File: src/rtl/palette_lut_banked_if.sv
// Palette lookup bus: frame-synchronous bank select, pixel-index lookup
// request and response, and the runtime palette write port.
//   master : drives frame_start, bank_sel, rd_valid, rd_index, wr_en,
//            wr_bank, wr_index, wr_data; observes the response signals
//   slave  : the palette itself; drives out_valid, red, green, blue,
//            transparent, wr_ready, init_done
interface palette_lut_banked_if #(
  parameter int IDX_W  = 4,
  parameter int COMP_W = 4,
  parameter int BANK_W = 2
);
  logic                  frame_start;
  logic [BANK_W-1:0]     bank_sel;
  logic                  rd_valid;
  logic [IDX_W-1:0]      rd_index;
  logic                  out_valid;
  logic [COMP_W-1:0]     red;
  logic [COMP_W-1:0]     green;
  logic [COMP_W-1:0]     blue;
  logic                  transparent;
  logic                  wr_en;
  logic [BANK_W-1:0]     wr_bank;
  logic [IDX_W-1:0]      wr_index;
  logic [3*COMP_W-1:0]   wr_data;
  logic                  wr_ready;
  logic                  init_done;

  modport master (
    output frame_start, bank_sel, rd_valid, rd_index,
           wr_en, wr_bank, wr_index, wr_data,
    input  out_valid, red, green, blue, transparent, wr_ready, init_done
  );

  modport slave (
    input  frame_start, bank_sel, rd_valid, rd_index,
           wr_en, wr_bank, wr_index, wr_data,
    output out_valid, red, green, blue, transparent, wr_ready, init_done
  );
endinterface

File: src/rtl/palette_lut_banked.sv
// Runtime-writable multi-bank sprite palette. Maps a pixel index to an
// {R,G,B} colour through the active bank with a fixed one-cycle latency,
// flags the transparent key index, and switches banks only on frame_start.
// After reset an init sequencer fills every entry with DEFAULT_RGB before
// reads and writes are accepted.
// Ports:
//   Clk      : system clock, rising edge
//   Reset_n  : asynchronous active-low reset
//   bus      : palette_lut_banked_if.slave (lookup, bank select, write port)
module palette_lut_banked #(
  parameter int                  IDX_W           = 4,
  parameter int                  COMP_W          = 4,
  parameter int                  NUM_BANKS       = 4,
  parameter logic [3*COMP_W-1:0] DEFAULT_RGB     = 12'h6AF,
  parameter int                  TRANSPARENT_IDX = 0,
  parameter bit                  TRANS_EN        = 1'b1
) (
  input  logic                   Clk,
  input  logic                   Reset_n,
  palette_lut_banked_if.slave    bus
);

  localparam int BANK_W  = (NUM_BANKS > 1) ? $clog2(NUM_BANKS) : 1;
  localparam int ENTRIES = 2 ** IDX_W;
  localparam int DEPTH   = NUM_BANKS * ENTRIES;
  localparam int ADDR_W  = (DEPTH > 1) ? $clog2(DEPTH) : 1;
  localparam int RGB_W   = 3 * COMP_W;

  typedef enum logic {
    ST_INIT,
    ST_RUN
  } state_t;

  state_t              r_state;
  state_t              w_state_nxt;
  logic [ADDR_W-1:0]   r_init_cnt;
  logic [ADDR_W-1:0]   w_init_cnt_nxt;
  logic                r_ready;

  logic [BANK_W-1:0]   r_active_bank;
  logic [BANK_W-1:0]   r_pending_bank;

  logic [RGB_W-1:0]    r_mem [0:DEPTH-1];

  logic                r_out_valid;
  logic [RGB_W-1:0]    r_rgb;
  logic                r_trans;

  logic                w_run;
  logic                w_init_last;
  logic                w_sel_ok;
  logic                w_wr_bank_ok;
  logic                w_wr_accept;
  logic                w_mem_we;
  logic [ADDR_W-1:0]   w_mem_addr;
  logic [RGB_W-1:0]    w_mem_wdata;
  logic [ADDR_W-1:0]   w_rd_addr;
  logic                w_bypass;
  logic [RGB_W-1:0]    w_rd_data;
  logic                w_is_trans;

  assign w_run       = (r_state == ST_RUN);
  // The counter is the flat bank-major address, so the last entry is DEPTH-1.
  assign w_init_last = (r_init_cnt == ADDR_W'(DEPTH - 1));

  // Out-of-range bank numbers are possible when NUM_BANKS is not a power of two.
  assign w_sel_ok     = (int'(bus.bank_sel) < NUM_BANKS);
  assign w_wr_bank_ok = (int'(bus.wr_bank) < NUM_BANKS);

  // ---------------------------------------------------------------------------
  // Sequencer: INIT sweeps every entry once, then RUN forever.
  // ---------------------------------------------------------------------------
  // NOTE: every signal assigned in always_comb gets a default first, so no
  // path leaves it unassigned and no latch is inferred.
  always_comb begin
    w_state_nxt    = r_state;
    w_init_cnt_nxt = r_init_cnt;
    case (r_state)
      ST_INIT: begin
        w_init_cnt_nxt = r_init_cnt + ADDR_W'(1);
        if (w_init_last) begin
          w_state_nxt    = ST_RUN;
          w_init_cnt_nxt = '0;
        end
      end
      ST_RUN:  w_state_nxt = ST_RUN;
      default: w_state_nxt = ST_INIT;
    endcase
  end

  // NOTE: state is updated with non-blocking assignments so every flop
  // samples the pre-edge values, independent of block ordering.
  always_ff @(posedge Clk or negedge Reset_n) begin
    if (!Reset_n) begin
      r_state    <= ST_INIT;
      r_init_cnt <= '0;
      r_ready    <= 1'b0;
    end else begin
      r_state    <= w_state_nxt;
      r_init_cnt <= w_init_cnt_nxt;
      r_ready    <= (w_state_nxt == ST_RUN);
    end
  end

  // ---------------------------------------------------------------------------
  // Single write port shared between the init sweep and runtime writes.
  // ---------------------------------------------------------------------------
  assign w_wr_accept = w_run && bus.wr_en && w_wr_bank_ok;
  assign w_mem_we    = !w_run || w_wr_accept;
  assign w_mem_addr  = w_run ? ADDR_W'({bus.wr_bank, bus.wr_index}) : r_init_cnt;
  assign w_mem_wdata = w_run ? bus.wr_data : DEFAULT_RGB;

  // NOTE: the palette array has no reset; the init sweep fills it, which
  // keeps it mappable onto RAM.
  always_ff @(posedge Clk) begin
    if (w_mem_we) r_mem[w_mem_addr] <= w_mem_wdata;
  end

  // ---------------------------------------------------------------------------
  // Bank selection: pending follows bank_sel, active loads at frame start.
  // A frame_start read still sees the old active bank because active_bank
  // only changes on this same edge.
  // ---------------------------------------------------------------------------
  always_ff @(posedge Clk or negedge Reset_n) begin
    if (!Reset_n) begin
      r_active_bank  <= '0;
      r_pending_bank <= '0;
    end else if (w_run) begin
      if (w_sel_ok)        r_pending_bank <= bus.bank_sel;
      if (bus.frame_start) r_active_bank  <= r_pending_bank;
    end
  end

  // ---------------------------------------------------------------------------
  // Lookup: one-cycle registered read with write-through on a same-cycle hit.
  // ---------------------------------------------------------------------------
  assign w_rd_addr  = ADDR_W'({r_active_bank, bus.rd_index});
  assign w_bypass   = w_wr_accept && (bus.wr_bank == r_active_bank) &&
                      (bus.wr_index == bus.rd_index);
  assign w_rd_data  = w_bypass ? bus.wr_data : r_mem[w_rd_addr];
  assign w_is_trans = TRANS_EN && (bus.rd_index == IDX_W'(TRANSPARENT_IDX));

  always_ff @(posedge Clk or negedge Reset_n) begin
    if (!Reset_n) begin
      r_out_valid <= 1'b0;
      r_rgb       <= '0;
      r_trans     <= 1'b0;
    end else begin
      r_out_valid <= w_run && bus.rd_valid;
      // Colour and flag hold between requests.
      if (w_run && bus.rd_valid) begin
        r_rgb   <= w_rd_data;
        r_trans <= w_is_trans;
      end
    end
  end

  assign bus.out_valid   = r_out_valid;
  assign bus.red         = r_rgb[2*COMP_W +: COMP_W];
  assign bus.green       = r_rgb[COMP_W   +: COMP_W];
  assign bus.blue        = r_rgb[0        +: COMP_W];
  assign bus.transparent = r_trans;
  assign bus.wr_ready    = r_ready;
  assign bus.init_done   = r_ready;

endmodule
File: src/flat_wrapper.sv
// flat-port wrapper written by rule: the top's interface ports become plain ports
module palette_lut_banked_flat 
#(
  parameter int                  IDX_W           = 4,
  parameter int                  COMP_W          = 4,
  parameter int                  NUM_BANKS       = 4,
  parameter logic [3*COMP_W-1:0] DEFAULT_RGB     = 12'h6AF,
  parameter int                  TRANSPARENT_IDX = 0,
  parameter bit                  TRANS_EN        = 1'b1
)
  (Clk, Reset_n, bus_frame_start, bus_bank_sel, bus_rd_valid, bus_rd_index, bus_wr_en, bus_wr_bank, bus_wr_index, bus_wr_data, bus_out_valid, bus_red, bus_green, bus_blue, bus_transparent, bus_wr_ready, bus_init_done);
  palette_lut_banked_if #(.IDX_W(IDX_W), .COMP_W(COMP_W)) bus_i ();
  input  logic Clk;
  input  logic Reset_n;
  input wire logic [$bits(bus_i.frame_start)-1:0] bus_frame_start;
  input wire logic [$bits(bus_i.bank_sel)-1:0] bus_bank_sel;
  input wire logic [$bits(bus_i.rd_valid)-1:0] bus_rd_valid;
  input wire logic [$bits(bus_i.rd_index)-1:0] bus_rd_index;
  input wire logic [$bits(bus_i.wr_en)-1:0] bus_wr_en;
  input wire logic [$bits(bus_i.wr_bank)-1:0] bus_wr_bank;
  input wire logic [$bits(bus_i.wr_index)-1:0] bus_wr_index;
  input wire logic [$bits(bus_i.wr_data)-1:0] bus_wr_data;
  output wire logic [$bits(bus_i.out_valid)-1:0] bus_out_valid;
  output wire logic [$bits(bus_i.red)-1:0] bus_red;
  output wire logic [$bits(bus_i.green)-1:0] bus_green;
  output wire logic [$bits(bus_i.blue)-1:0] bus_blue;
  output wire logic [$bits(bus_i.transparent)-1:0] bus_transparent;
  output wire logic [$bits(bus_i.wr_ready)-1:0] bus_wr_ready;
  output wire logic [$bits(bus_i.init_done)-1:0] bus_init_done;
  assign bus_i.frame_start = bus_frame_start;
  assign bus_i.bank_sel = bus_bank_sel;
  assign bus_i.rd_valid = bus_rd_valid;
  assign bus_i.rd_index = bus_rd_index;
  assign bus_i.wr_en = bus_wr_en;
  assign bus_i.wr_bank = bus_wr_bank;
  assign bus_i.wr_index = bus_wr_index;
  assign bus_i.wr_data = bus_wr_data;
  assign bus_out_valid = bus_i.out_valid;
  assign bus_red = bus_i.red;
  assign bus_green = bus_i.green;
  assign bus_blue = bus_i.blue;
  assign bus_transparent = bus_i.transparent;
  assign bus_wr_ready = bus_i.wr_ready;
  assign bus_init_done = bus_i.init_done;
  palette_lut_banked #(.IDX_W(IDX_W), .COMP_W(COMP_W), .NUM_BANKS(NUM_BANKS), .DEFAULT_RGB(DEFAULT_RGB), .TRANSPARENT_IDX(TRANSPARENT_IDX), .TRANS_EN(TRANS_EN)) u_core (.Clk(Clk), .Reset_n(Reset_n), .bus(bus_i));
endmodule
File: config.mk
export PLATFORM = sky130hd
export DESIGN_NAME = palette_lut_banked_flat
export DESIGN_NICKNAME = d
export VERILOG_FILES = /design/src/rtl/palette_lut_banked_if.sv /design/src/rtl/palette_lut_banked.sv /design/src/flat_wrapper.sv
export SDC_FILE = /design/constraint.sdc
export NUM_CORES = 1
export LEC_CHECK = 0
export CORE_MARGIN = 2
export CORE_UTILIZATION = 55
export CTS_BUF_LIST = sky130_fd_sc_hd__clkbuf_4
export CTS_CLUSTER_DIAMETER = 200
export DETAILED_ROUTE_END_ITERATION = 6
export HOLD_SLACK_MARGIN = 0.03
export PLACE_DENSITY = 0.71
export SLEW_MARGIN = 5
export SYNTH_ARGS = -nofsm -noshare
export SYNTH_HDL_FRONTEND = slang
export SYNTH_SLANG_ARGS = --single-unit
File: constraint.sdc
create_clock -name Clk -period 6.86 [get_ports Clk]
set_input_delay 2.058 -clock Clk [delete_from_list [all_inputs] [get_ports Clk]]
set_output_delay 2.058 -clock Clk [all_outputs]
set_load 0.02 [all_outputs]
==> results of run 1 <==
==> routing by layer <==
| metal | wire length (µm) | share of wire | global-route usage | vias up |
|---|---|---|---|---|
| li1 | - | - | - | 7102 |
| met5 | 0 | 0 | 0 | - |
| met4 | 2750 | 0.036 | 0.112 | 0 |
| met3 | 8170 | 0.11 | 0.0736 | 137 |
| met1 | 29700 | 0.39 | 0.373 | 8525 |
| met2 | 34900 | 0.46 | 0.386 | 1062 |
==> worst reg2reg max path, stage by stage, from the launching register on <==
cell and delay (ns):
sky130_fd_sc_hd__dfrtp_2 1.04, sky130_fd_sc_hd__nand2_1 0.14, sky130_fd_sc_hd__o22ai_1 0.46, sky130_fd_sc_hd__nand2_1 0.52
sky130_fd_sc_hd__nor2_1 1.10
==> synthesized netlist by cell type (2+ instances only) <==
| cell | instances | share of area |
|---|---|---|
| sky130_fd_sc_hd__nand2b_1 | 17 | 0.0034 |
| sky130_fd_sc_hd__nor2b_1 | 9 | 0.0018 |
| sky130_fd_sc_hd__and2_1 | 6 | 0.0012 |
| sky130_fd_sc_hd__xor2_1 | 2 | 0.00056 |
| sky130_fd_sc_hd__a31o_2 | 19 | 0.0053 |
| sky130_fd_sc_hd__inv_1 | 2 | 0.00024 |
| sky130_fd_sc_hd__clkbuf_1 | 42 | 0.0050 |
| sky130_fd_sc_hd__mux4_2 | 144 | 0.10 |
| sky130_fd_sc_hd__a21oi_1 | 27 | 0.0043 |
| sky130_fd_sc_hd__xnor2_1 | 6 | 0.0017 |
| sky130_fd_sc_hd__a22oi_1 | 49 | 0.012 |
| sky130_fd_sc_hd__and3_1 | 12 | 0.0024 |
| sky130_fd_sc_hd__nand3_1 | 19 | 0.0030 |
| sky130_fd_sc_hd__mux2i_1 | 134 | 0.043 |
| sky130_fd_sc_hd__o21ai_1 | 10 | 0.0016 |
| sky130_fd_sc_hd__o21ai_0 | 42 | 0.0067 |
| sky130_fd_sc_hd__buf_1 | 5 | 0.00060 |
| sky130_fd_sc_hd__or2_2 | 2 | 0.00040 |
| sky130_fd_sc_hd__dfrtp_1 | 25 | 0.020 |
| sky130_fd_sc_hd__buf_2 | 24 | 0.0038 |
| sky130_fd_sc_hd__mux2_2 | 6 | 0.0022 |
| sky130_fd_sc_hd__edfxtp_1 | 768 | 0.74 |
| sky130_fd_sc_hd__buf_6 | 2 | 0.00072 |
| sky130_fd_sc_hd__o221ai_1 | 6 | 0.0017 |
| sky130_fd_sc_hd__a32o_1 | 6 | 0.0019 |
| sky130_fd_sc_hd__nand2_1 | 66 | 0.0079 |
| sky130_fd_sc_hd__o22ai_1 | 5 | 0.0010 |
| sky130_fd_sc_hd__o32ai_1 | 7 | 0.0020 |
| sky130_fd_sc_hd__nor2_1 | 121 | 0.015 |
| sky130_fd_sc_hd__buf_4 | 20 | 0.0048 |
==> path summary, 6_finish.rpt <==
path / from / cells after the start / to / slack [ns]
hold / removal: u_core.r_init_cnt[4] / 1 / u_core.r_init_cnt[4] / 0.50
setup / recovery: u_core.r_state / 1 / bus_wr_ready / 1.96
max in group asynchronous: Reset_n / 2 / u_core.r_active_bank[0] / 5.16
min in group asynchronous: Reset_n / 2 / u_core.r_rgb[5] / 1.40
hold reg to reg: u_core.r_init_cnt[4] / 1 / u_core.r_init_cnt[4] / 0.50
setup reg to reg: u_core.r_state / 4 / u_core.r_mem[1][8] / 3.18
==> cell type report <==
cell class | instances | area, µm² | share of cell area
sequential | 793 | 23700 | 0.673
multi-input combinational | 726 | 7110 | 0.202
clock buffer | 271 | 2030 | 0.0578
timing repair buffer | 116 | 1010 | 0.0286
tap | 756 | 946 | 0.0269
clock inverter | 62 | 378 | 0.0107
inverter | 2 | 7.51 | 0.000213
antenna | 3 | 7.51 | 0.000213
==> state kept, by name, indices dropped and copies added, names as in the netlist <==
| register | cells |
|---|---|
| u_core.bus.out_valid | 1 |
| u_core.bus.transparent | 1 |
| u_core.r_active_bank | 2 |
| u_core.r_init_cnt | 6 |
| u_core.r_mem | 768 |
| u_core.r_pending_bank | 2 |
| u_core.r_rgb | 12 |
| u_core.r_state | 1 |
==> power by group <==
group / switching, µW / internal (µW)
clock network: 1820 / 1970
logic: 141 / 92.0
registers: 0 / 5230
==> metrics by stage <==
| stage | util | worst slack [ns] | power [µW] |
|---|---|---|---|
| final | 0.625 | 1.96 | 9250 |
| after global routing | 0.625 | 1.81 | 9580 |
| after CTS | 0.625 | 1.87 | 9320 |
| after detailed placement | 0.582 | 1.68 | 5560 |
| after global placement | 0.582 | 1.67 | 5560 |
| after floorplan | - | 2.98 | 5490 |
==> logic make-up after synthesis <==
group	Yosys count	synth area share
compound gates	177	0.0384
flops	793	0.758
mux	285	0.150
buf+inv	96	0.0154
xor+xnor	8	0.00224
simple gates	255	0.0355
fa+ha+maj	1	0.000401
==> key figures, run 1 <==
Logic synthesis
  – Number of register bits inferred by synthesis: a little under 800
  – Primary flip-flop cell chosen by synthesis mapping: sky130_fd_sc_hd__edfxtp_1
  – Synthesis Warnings: 0
  – Post-synthesis sequential area ratio: 0.758
  – Syn nets: 1,645
  – Fraction of synthesis flops using an asynchronous set or reset pin: 0.0315
  – Library cells used by synthesis: 42
  – Post-synth EDFFs: 768
  – Post-synthesis instance total: between 1,500 and 2,000
  – Mean post-synth cell area: 19.3 µm²
  – Synth Cell Area: ~31,000 µm²

Finish
  – Fill cell total of the finished layout: 3,977
  – Area grow syn2layout: 12.6%
  – Ratio of cells with drive above 1 in the final layout: 0.286
  – Leading cell types in the layout, fill and taps excluded: sky130_fd_sc_hd__edfxtp_1 (768), sky130_fd_sc_hd__clkbuf_4 (271), sky130_fd_sc_hd__mux4_2 (144)
  – Most common cell after layout, fill and taps aside: sky130_fd_sc_hd__edfxtp_1
  – Non-filler instance count after layout: between 2,000 and 3,000
  – Final cell area excluding filler cells: 35,200 µm²
  – Net count of the finished layout: approximately 1,900

Timing
  – Post-route clock skew: around 0.064 ns
  – Period minus WS final: a little under 5 ns
  – Final slew viol count: 0
  – Slew HR: 0.0864
  – Final setup violating endpoints: 0
  – Hold_ws: just over 0.5 ns
  – Period utilisation layout: 0.715
  – Unrepaired setup endpoints after global routing: false
  – Actual slew at the worst max-slew pin: about 1.4 ns
  – Aggregate negative setup slack: 0 ns
  – Max frequency: slightly above 200 MHz
  – Final hold viol count: 0

Clocking
  – H-tree depth: 4
  – Cells resized by post-CTS repair: 0
  – CTS tree: built
  – Master cell of the clock root buffer: sky130_fd_sc_hd__clkbuf_4
  – Buffer depth of the longest clock path: 3
  – CTS clock-pin slew for the worst setup and hold paths: 0.06 ns
  – Num CTS Buffers: 190
  – Post-CTS Setup Bufs: 0
  – Hold Buf Count CTS: 0
  – Clock latency of the later-clocked register in the worst-skew pair: between 1 and 1.5 ns
  – Sink Count: approximately 800

Placement
  – Count of input and output buffers: 44
  – Placed cell area: 32,800 µm²
  – Post-placement cell count: approximately 2,400
  – Gp weighted congestion: approximately 0.93
  – Half-perimeter wire length after detailed placement: around 45 mm

Floorplanning
  – Die Span Y: between 200 and 250 µm
  – Boundary Pins: between 40 and 50
  – Floorplan core area: ~56,000 µm²
  – # rows: just under 90
  – Starting density of the core: 0.555
  – Overall die area: 58,700 µm²
  – Die span in x: between 200 and 250 µm

Critical path
  – Category of the worst setup path capture point: output pin
  – Number of buffer and inverter stages on the critical path: 1
  – Category of the most critical setup path: flip-flop to output pin
  – Family with the most delay on the worst path: flip-flops
  – Type of origin of the critical path: flip-flop
  – Max incr delay on CP: around 1.0 ns
  – Worst EP arrival: approximately 2.8 ns
  – Slowest cell on the critical path: sky130_fd_sc_hd__dfrtp_2
  – Largest fanout of any net on the critical path: 47
  – WP data required: around 4.8 ns
  – CP Cell Sequence: clkdlybuf4s50_1

Run status
  – Outcome: finished, final reports clean

Drt
  – Vias after detailed routing: ~17,000
  – Via density per instance: approximately 6.2
  – Drt total wl: about 76 mm
  – Number of search-and-repair iterations in the first detailed-routing pass: 5
  – Final routed wire length divided by cell count: approximately 28 µm
  – DRT antenna net count: 0
  – Total DRC errors in the routed layout: 0
  – Detailed router's first-iteration violation count: 2,041

Global routing
  – Overall track demand over capacity in global routing: 0.262
  – Total congestion overflow after global routing: 0
  – Global-route wire length before repair: roughly 110 mm
  – Largest net degree at the start of global routing: 82
  – Number of antenna violations at the first check in global routing: 4
  – Number of global-route vias before repair: ~17,000

Job
  – Max_cap viols: 0

Hold path
  – Worst hold-check path type: flip-flop to flip-flop

Power and ir drop
  – Power density over the cells: 263 nW/µm²
  – Standby leakage power: 0.0100 µW
  – Maximum ir drop on the vdd rail: between 150 and 200 µV
Note: power is estimated with default switching activity, not from simulation.
==> inputs of run 2 (changes only) <==
==> constraint.sdc (replaced) <==
create_clock -name Clk -period 4.8 [get_ports Clk]
set_input_delay 1.44 -clock Clk [delete_from_list [all_inputs] [get_ports Clk]]
set_output_delay 1.44 -clock Clk [all_outputs]
set_load 0.02 [all_outputs]
==> run 2 against run 1 <==
Worst hold slack got worse by 0.026 ns; sequential power increased by 43%; register-to-register slack got worse by 1.7 ns; setup slack worse by 1.6 ns; critical path depth is the same; clock skew fell by 0.0066 ns; wire length rose by 1.7%.
==> key figures, run 2 (synthesis results as in run 1) <==
Job
  – Max_cap viols: 0 (unchanged)

Clocking
  – Post-CTS Setup Bufs: 0 (unchanged)
  – Buffer depth of the longest clock path: 3 (unchanged)
  – Num CTS Buffers: 190 (unchanged)
  – CTS clock-pin slew for the worst setup and hold paths: 0.07 ns (about the same)
  – H-tree depth: 4 (unchanged)
  – Hold Buf Count CTS: 0 (unchanged)
  – Cells resized by post-CTS repair: 0 (unchanged)
  – Clock latency of the later-clocked register in the worst-skew pair: 1.05 ns (about the same)
  – Sink Count: 793 (unchanged)
  – CTS tree: built
  – Master cell of the clock root buffer: sky130_fd_sc_hd__clkbuf_4

Timing
  – Max frequency: 227 MHz
  – Final hold viol count: 0 (unchanged)
  – Hold_ws: 0.478 ns (-0.0261 ns)
  – Final slew viol count: 0 (unchanged)
  – Actual slew at the worst max-slew pin: 1.26 ns (-0.104 ns)
  – Slew HR: 0.156 (+0.0694)
  – Period minus WS final: around 4.4 ns
  – Final setup violating endpoints: 0 (unchanged)
  – Post-route clock skew: 0.0570 ns (-0.00655 ns)
  – Period utilisation layout: 0.916
  – Aggregate negative setup slack: 0 ns (unchanged)
  – Unrepaired setup endpoints after global routing: false

Floorplanning
  – # rows: 87 (unchanged)
  – Die Span Y: 242 µm (unchanged)
  – Floorplan core area: 56,300 µm² (unchanged)
  – Die span in x: 242 µm (unchanged)
  – Boundary Pins: 45 (unchanged)
  – Starting density of the core: 0.555 (unchanged)
  – Overall die area: 58,700 µm² (unchanged)

Placement
  – Half-perimeter wire length after detailed placement: 46.9 mm (+3.2%)
  – Count of input and output buffers: 44 (unchanged)
  – Gp weighted congestion: 0.858 (-7.7%)
  – Placed cell area: 33,200 µm² (+1.2%)

Hold path
  – Worst Hold Launch: u_core.r_pending_bank[0]
  – Worst hold-check path type: flip-flop to flip-flop

Critical path
  – Max incr delay on CP: 1.12 ns (+0.08 ns)
  – Category of the most critical setup path: flip-flop to output pin
  – Launch point of the worst reg-to-reg path: u_core.r_state
  – Cell count of the worst reg-to-reg path: 5 (+1)
  – WP depth: 1 (unchanged)
  – Family with the most delay on the worst path: flip-flops
  – Slowest cell on the critical path: sky130_fd_sc_hd__dfrtp_2
  – Launching element of the worst setup path: u_core.r_state
  – Capture point of the worst reg-to-reg path: u_core.r_mem[33][6]
  – Type of origin of the critical path: flip-flop
  – Category of the worst setup path capture point: output pin
  – CP Cell Sequence: clkdlybuf4s50_1
  – Largest fanout of any net on the critical path: 47 (unchanged)
  – Worst EP arrival: 2.96 ns (+0.12 ns)
  – Number of buffer and inverter stages on the critical path: 1 (unchanged)
  – Timing endpoint of the critical path: bus_init_done
  – WP data required: 3.36 ns (-1.44 ns)
  – Slack of the worst reg-to-reg path: 1.48 ns (-1.70 ns)

Drt
  – Detailed router's first-iteration violation count: 2,267 (+11%)
  – DRT antenna net count: 0 (unchanged)
  – Via density per instance: 6.19 (+0.33%)
  – Top Metal Used: met5
  – Drt total wl: 76.9 mm (+1.7%)
  – Total length of routed met2 wires: 34.6 mm (-0.83%)
  – Number of search-and-repair iterations in the first detailed-routing pass: 5 (unchanged)
  – Routed length on met3: 8.53 mm (+4.4%)
  – Final routed wire length divided by cell count: 27.7 µm (about the same)
  – Total DRC errors in the routed layout: 0 (unchanged)
  – DRT met1 WL: 30.9 mm (+4.0%)
  – Vias after detailed routing: 17,200 (+2.1%)

Global routing
  – Number of antenna violations at the first check in global routing: 5 (+1)
  – Global-route wire length before repair: 113 mm (+2.2%)
  – Number of global-route vias before repair: 17,000 (+0.41%)
  – Overall track demand over capacity in global routing: 0.268 (+0.00581)
  – Largest net degree at the start of global routing: 65 (-21%)
  – Total congestion overflow after global routing: 0 (unchanged)

Finish
  – Flip-flop count of the largest register, all copies and words added: 768 (unchanged)
  – Biggest regs: u_core.r_mem (768), u_core.r_rgb (12), u_core.r_init_cnt (6)
  – Ratio of cells with drive above 1 in the final layout: 0.306 (+0.0205)
  – Most flops, register: u_core.r_mem
  – Area grow syn2layout: 14.1%
  – Final cell area excluding filler cells: 35,600 µm² (+1.3%)
  – Most common cell after layout, fill and taps aside: sky130_fd_sc_hd__edfxtp_1
  – Net count of the finished layout: 1,903 (+2.4%)
  – Fill cell total of the finished layout: 3,932 (-1.1%)
  – Leading cell types in the layout, fill and taps excluded: sky130_fd_sc_hd__edfxtp_1 (768), sky130_fd_sc_hd__clkbuf_4 (291), sky130_fd_sc_hd__mux4_2 (144)

Power and ir drop
  – Maximum ir drop on the vdd rail: 224 µV (+30%)
  – Power density over the cells: 374 nW/µm² (+42%)
  – Standby leakage power: 0.0103 µW (+2.9%)

Run status
  – Outcome: finished, final reports clean
==> run 2: changes by cell type in the layout (fill, tap and decap cells not counted), sizes merged, moves of 2 or more <==
cell	previous run	this run
inv	8	6
clkinvlp	2	4
clkbuf	272	292
clkinv	50	35
buf	75	119
==> run 2: final cells by class <==
cell class              instances  area, µm²  share of cell area
diodes                          4       10.0            0.000281
clock buffers                 291       2180              0.0613
repair buffers                160       1410              0.0396
flip-flops and latches        793      23700               0.665
inverters                       2       7.51            0.000211
clock inverters                46        293             0.00821
well taps                     756        946              0.0265
multi-input cells             726       7100               0.199
==> run 2: report_power, final <==
part / switching [µW] / total [µW] / internal, µW
registers: 0 / 7470 / 7470
logic: 207 / 349 / 142
clock network: 2600 / 5520 / 2920
total: 2810 / 13300 / 10500
==> run 2: routing by layer <==
metal	GRT usage	up-vias
li1	-	7185
met1	0.391	8707
met2	0.387	1108
met3	0.0702	183
met4	0.116	2
met5	0	-
==> run 2: worst min-delay path by stage <==
stage	to	slack [ns]	cells past startpoint
final	u_core.r_active_bank[0]	0.48	1
after global routing	u_core.r_active_bank[1]	0.49	1
after CTS	u_core.r_active_bank[1]	0.48	1
after detailed placement	u_core.r_init_cnt[4]	0.48	1
after global placement	u_core.r_pending_bank[1]	0.49	1
after floorplan	u_core.r_init_cnt[4]	0.46	1
==> run 2: stage by stage <==
stage / power [µW] / util / setup slack [ns] / instances
finish: 13300 / 0.633 / 0.402 / 2778
global placement: 7970 / 0.589 / 0.358 / 2437
global route: 13800 / 0.633 / 0.250 / 2778
floorplan: 7840 / - / 1.54 / 1615
CTS: 13400 / 0.633 / 0.360 / 2774
detailed placement: 7970 / 0.589 / 0.432 / 2437
